**config.mk**
```make
export PLATFORM = sky130hd
export DESIGN_NAME = booth_multiplier
export DESIGN_NICKNAME = d
export VERILOG_FILES = /design/src/rtl/booth_multiplier.sv
export SDC_FILE = /design/constraint.sdc
export NUM_CORES = 1
export LEC_CHECK = 0
export ABC_AREA = 0
export BUFFER_PORTS_ARGS = -buffer_cell sky130_fd_sc_hd__clkbuf_2
export CORE_ASPECT_RATIO = 1.1
export CORE_MARGIN = 2
export CORE_UTILIZATION = 63
export DETAILED_ROUTE_END_ITERATION = 10
export GPL_TIMING_DRIVEN = 0
export PLACE_DENSITY = 0.86
export SYNTH_ARGS = -nofsm -noshare
export SYNTH_HDL_FRONTEND = slang
export SYNTH_SLANG_ARGS = --single-unit
```
**constraint.sdc**
```tcl
create_clock -name clk -period 10.5 [get_ports clk]
set_input_delay 2.625 -clock clk [delete_from_list [all_inputs] [get_ports clk]]
set_output_delay 2.625 -clock clk [all_outputs]
set_load 0.03 [all_outputs]
```
**src/rtl/booth_multiplier.sv**
```systemverilog
// booth_multiplier: sequential radix-2 Booth signed multiplier (M * Q -> 2*WIDTH-bit product).
// Latency: start accepted at edge k; busy high after edges k..k+WIDTH; done pulse with product after edge k+WIDTH+1.
// Backpressure: start is ignored while busy; a start during the done cycle is accepted back-to-back.
//
// Ports:
//   clk, rst      rising-edge clock, synchronous active-high reset
//   start         operation request, sampled only when not busy
//   multiplicand  signed operand M, latched on an accepted start
//   multiplier    signed operand Q, latched on an accepted start
//   product       signed M*Q, held from one done until the next done
//   busy          high while iterating
//   done          one-cycle pulse marking a fresh product
module booth_multiplier #(
  parameter int WIDTH = 32
) (
  input  logic                 clk,
  input  logic                 rst,
  input  logic                 start,
  input  logic [WIDTH-1:0]     multiplicand,
  input  logic [WIDTH-1:0]     multiplier,
  output logic [2*WIDTH-1:0]   product,
  output logic                 busy,
  output logic                 done
);

  localparam int CW = $clog2(WIDTH + 1);

  localparam logic [1:0] IDLE = 2'd0;
  localparam logic [1:0] RUN  = 2'd1;
  localparam logic [1:0] DONE = 2'd2;

  logic [1:0]     state;
  // Accumulator and multiplicand copies are one bit wider than the operands so
  // that negating the most negative multiplicand is exact.
  logic [WIDTH:0] m_ext;
  logic [WIDTH:0] neg_m;
  logic [WIDTH:0] acc;
  logic [WIDTH-1:0] q;
  logic           q_1;
  logic [CW-1:0]  count;

  logic [WIDTH:0] m_in_ext;
  logic [WIDTH:0] addend;
  logic [WIDTH:0] sum;

  assign m_in_ext = {multiplicand[WIDTH-1], multiplicand};

  // Booth recoding of the current pair {Q[0], q_-1}; carry-out of the add is dropped.
  always_comb begin
    addend = '0;
    case ({q[0], q_1})
      2'b01:   addend = m_ext;
      2'b10:   addend = neg_m;
      default: addend = '0;
    endcase
    sum = acc + addend;
  end

  always_ff @(posedge clk) begin
    if (rst) begin
      state   <= IDLE;
      m_ext   <= '0;
      neg_m   <= '0;
      acc     <= '0;
      q       <= '0;
      q_1     <= 1'b0;
      count   <= '0;
      product <= '0;
      busy    <= 1'b0;
      done    <= 1'b0;
    end else begin
      done <= 1'b0;
      case (state)
        IDLE, DONE: begin
          if (start) begin
            m_ext <= m_in_ext;
            neg_m <= ~m_in_ext + {{WIDTH{1'b0}}, 1'b1};
            acc   <= '0;
            q     <= multiplier;
            q_1   <= 1'b0;
            count <= CW'(WIDTH);
            busy  <= 1'b1;
            state <= RUN;
          end else begin
            state <= IDLE;
          end
        end
        RUN: begin
          if (count != '0) begin
            // Arithmetic right shift of {A, Q, q_-1} applied to the updated A.
            acc   <= {sum[WIDTH], sum[WIDTH:1]};
            q     <= {sum[0], q[WIDTH-1:1]};
            q_1   <= q[0];
            count <= count - 1'b1;
          end else begin
            // All WIDTH iterations done: the low WIDTH bits of A plus Q form the product.
            product <= {acc[WIDTH-1:0], q};
            busy    <= 1'b0;
            done    <= 1'b1;
            state   <= DONE;
          end
        end
        default: state <= IDLE;
      endcase
    end
  end

endmodule

```
==> flow_summary.json <==
{
  "antennaDiodeCount": 0,
  "grt_use_met1_pct": 40.8,
  "grt_max_degree": 15,
  "vias": 9847,
  "yosys_warnings": 0,
  "final_hold_viol_count": 0,
  "globalRoute.busiestLayer": "met2",
  "syn_area_per_cell_sq_um": 7.59,
  "cp-start-kind": "input port",
  "antenna_found_initial": 0,
  "ys_seq_elements": 203,
  "timing.hold.worst.class": "flop to flop",
  "total_power_mw": 1.93,
  "drc": 0,
  "synth_cells": 1320,
  "ant_nets": 0,
  "drv_slew": 0,
  "wl_per_cell_um": 16.2,
  "synth_edf_count": 0,
  "dp_hpwl_um": 20300,
  "wl_um": 27300,
  "overflow": 0,
  "grtUsageMet2_pct": 55.8,
  "status": "completed",
  "required_ns": 10.87,
  "worst-setup-path-type": "input port to flop",
  "cts_buffers": 21,
  "synthFlopType": "dfxtp_1",
  "cap_viol_max_count": 0,
  "io_buffer_count": 131,
  "power_density_mw_per_mm2": 166,
  "critPathCaptureType": "flop",
  "crit_arrival_ns": 4.90,
  "p_comb_share_pct": 16.1,
  "cts_sinks": 203,
  "netSwitchingPower_uw": 568,
  "syn2layout_area_growth_pct": 16.0,
  "die_w_um": 124,
  "period_minus_slack_ns": 4.54,
  "die_h_um": 136,
  "drive_above_1_share_pct": 12.8,
  "tns_ns": 0,
  "dieArea_sq_mm": 0.0169,
  "cts_tree": "yes",
  "postSynth.asyncResetShare_pct": 0,
  "maxClockFrequency_mhz": 221,
  "pwr-share-clk_pct": 39.4,
  "ys_seq_area_share_pct": 40.6,
  "tightest_slew_ns": 1.12,
  "clkTransAtPathRegs_ns": 0.06,
  "cts_max_level": 1,
  "leakagePower_nw": 4.52,
  "finalClockSkew_ns": 0.0107,
  "first_global_vias": 9180,
  "clock_latency_ns": 0.50,
  "fp-row-count": 48,
  "clockRootBuffer": "clkbuf_16",
  "grt_setup_unrepaired": "no",
  "swShare_pct": 29.5,
  "setup_viol": 0,
  "syn-cell-area_sq_mm": 0.0100,
  "p_seq_share_pct": 44.5,
  "relSlewSlack_pct": 24.9,
  "synth.distinct_cells": 64,
  "gp_congestion": 0.960,
  "cts_setup_buffers": 0,
  "grtUsageMet3_pct": 3.07,
  "nets": 1579,
  "peakVddDrop_uv": 97.4,
  "finalCritPeriodShare_pct": 43.2,
  "drtIter0Drc": 792,
  "crit_fanout": 6,
  "grt_pass1_wl_um": 44300,
  "cts-resized-gates": 0,
  "initial_core_util_pct": 64.1,
  "syn_nets": 1425,
  "floorplan.io_pins": 133,
  "coreArea_sq_mm": 0.0156,
  "p_int_mw": 1.36,
  "grt.total_usage_pct": 31.5,
  "viasPerCell": 5.83,
  "postCtsHoldBufs": 0,
  "firstDrtPassIters": 5,
  "ctsLongestPathBuffers": 3
}
## cell usage in the layout (no fill, tap or decap), types with 3 or more instances in the layout
cell type,n
or2_2,3
xor2_1,17
buf_1,6
or4_1,3
clkbuf_2,131
nor2b_1,5
ha_1,37
a311oi_1,32
and3_1,6
o31ai_1,3
dfxtp_1,203
nand2b_1,6
nand3b_1,5
nor4_4,3
o21ai_0,39
a22oi_1,31
clkinv_2,4
nand3_1,28
clkbuf_1,78
nand4_1,9
nor4_1,6
nor3_1,17
o21a_1,4
nand2_1,368
xnor2_1,28
clkbuf_8,6
nand4b_1,3
o21bai_1,7
inv_1,12
a21o_1,13
clkbuf_16,21
or3_1,11
a21oi_1,190
nor2_1,104
## layout make-up
| class | instances | area, sq um |
|---|---|---|
| Multi-Input combinational cell | 1016 | 5520 |
| Inverter | 12 | 45.0 |
| Clock buffer | 28 | 592 |
| Buffer | 89 | 387 |
| Sequential cell | 203 | 4060 |
| Timing Repair Buffer | 131 | 656 |
| Clock inverter | 9 | 104 |
| Fill cell | 1272 | 4000 |
| Tap cell | 200 | 250 |
## cell families after synthesis
family          synth area share [%]
simple gates                    25.9
compound gates                  20.3
flops                           40.6
buf+inv                         4.31
xor+xnor                        3.94
fa+ha+maj                       4.82
mux                            0.112
## routing by layer
layer / vias to the layer above / routed length (um)
li1: 4861 / -
met1: 4546 / 11600
met2: 385 / 13300
met3: 55 / 1800
met4: 0 / 636
met5: - / 0
## synth_stat cells (all sizes together), types with 6 or more instances
master  count  area, sq um
clkbuf     77          309
and3        6         37.5
nand3      28          140
nor3       19          105
a311oi     32          280
xor2       17          149
nand2     369         1390
xnor2      28          245
a22oi      31          233
nand4       9         56.3
dfxtp     203         4060
o21bai      7         52.6
a21o       13         97.6
a21oi     190          951
ha         37          463
buf        10         55.1
nor2      104          390
nand2b      6         37.5
or3        12         76.3
o21ai      41          205
inv        12         45.0
nor4       10          114
## through the flow
step | hold slack, ns | setup slack, ns | instances | util, % | instance area, sq um
2_1_floorplan | 0.429 | 5.97 | 1320 | - | 10000
3_3_place_gp | 0.439 | 5.50 | 1651 | 69.9 | 10900
3_5_place_dp | 0.442 | 5.47 | 1651 | 69.9 | 10900
4_1_cts | 0.452 | 5.98 | 1688 | 74.4 | 11600
5_1_grt | 0.471 | 5.84 | 1688 | 74.4 | 11600
6_report | 0.451 | 5.96 | 1688 | 74.4 | 11600
## registers in the layout (all words and copies together) (netlist names)
register,flops
state,2
q,32
count,6
neg_m,32
busy,1
done,1
acc,32
product,64
m_ext,32
q_1,1
## worst max-delay path, stage by stage
cell and delay (ns):
clkbuf_2 0.12, inv_1 0.06, ha_1 0.19, or4b_4 0.54, nor4b_4 0.46, nand2_2 0.16
nor3_2 0.29, nand2_1 0.12, nor2_1 0.15, or3_1 0.13, a21oi_1 0.06
## power groups by stage
stage                     Sequential, mW  Clock [mW]  Combinational (mW)
after floorplan                    0.878           0               0.195
after global placement             0.871           0               0.298
after detailed placement           0.873           0               0.305
after CTS                          0.856       0.757               0.308
after global routing               0.864       0.789               0.343
final                              0.858       0.759               0.311
## path summary, 6_finish.rpt
| path | start | end | slack [ns] | cells after the start |
|---|---|---|---|---|
| max | multiplicand[0] | neg_m[32] | 5.96 | 11 |
| min | product[52] | product[52] | 0.45 | 2 |
| max reg2reg | q[0] | acc[30] | 6.20 | 14 |
| min reg2reg | product[52] | product[52] | 0.45 | 2 |
Note: power is estimated with default switching activity, not from simulation.
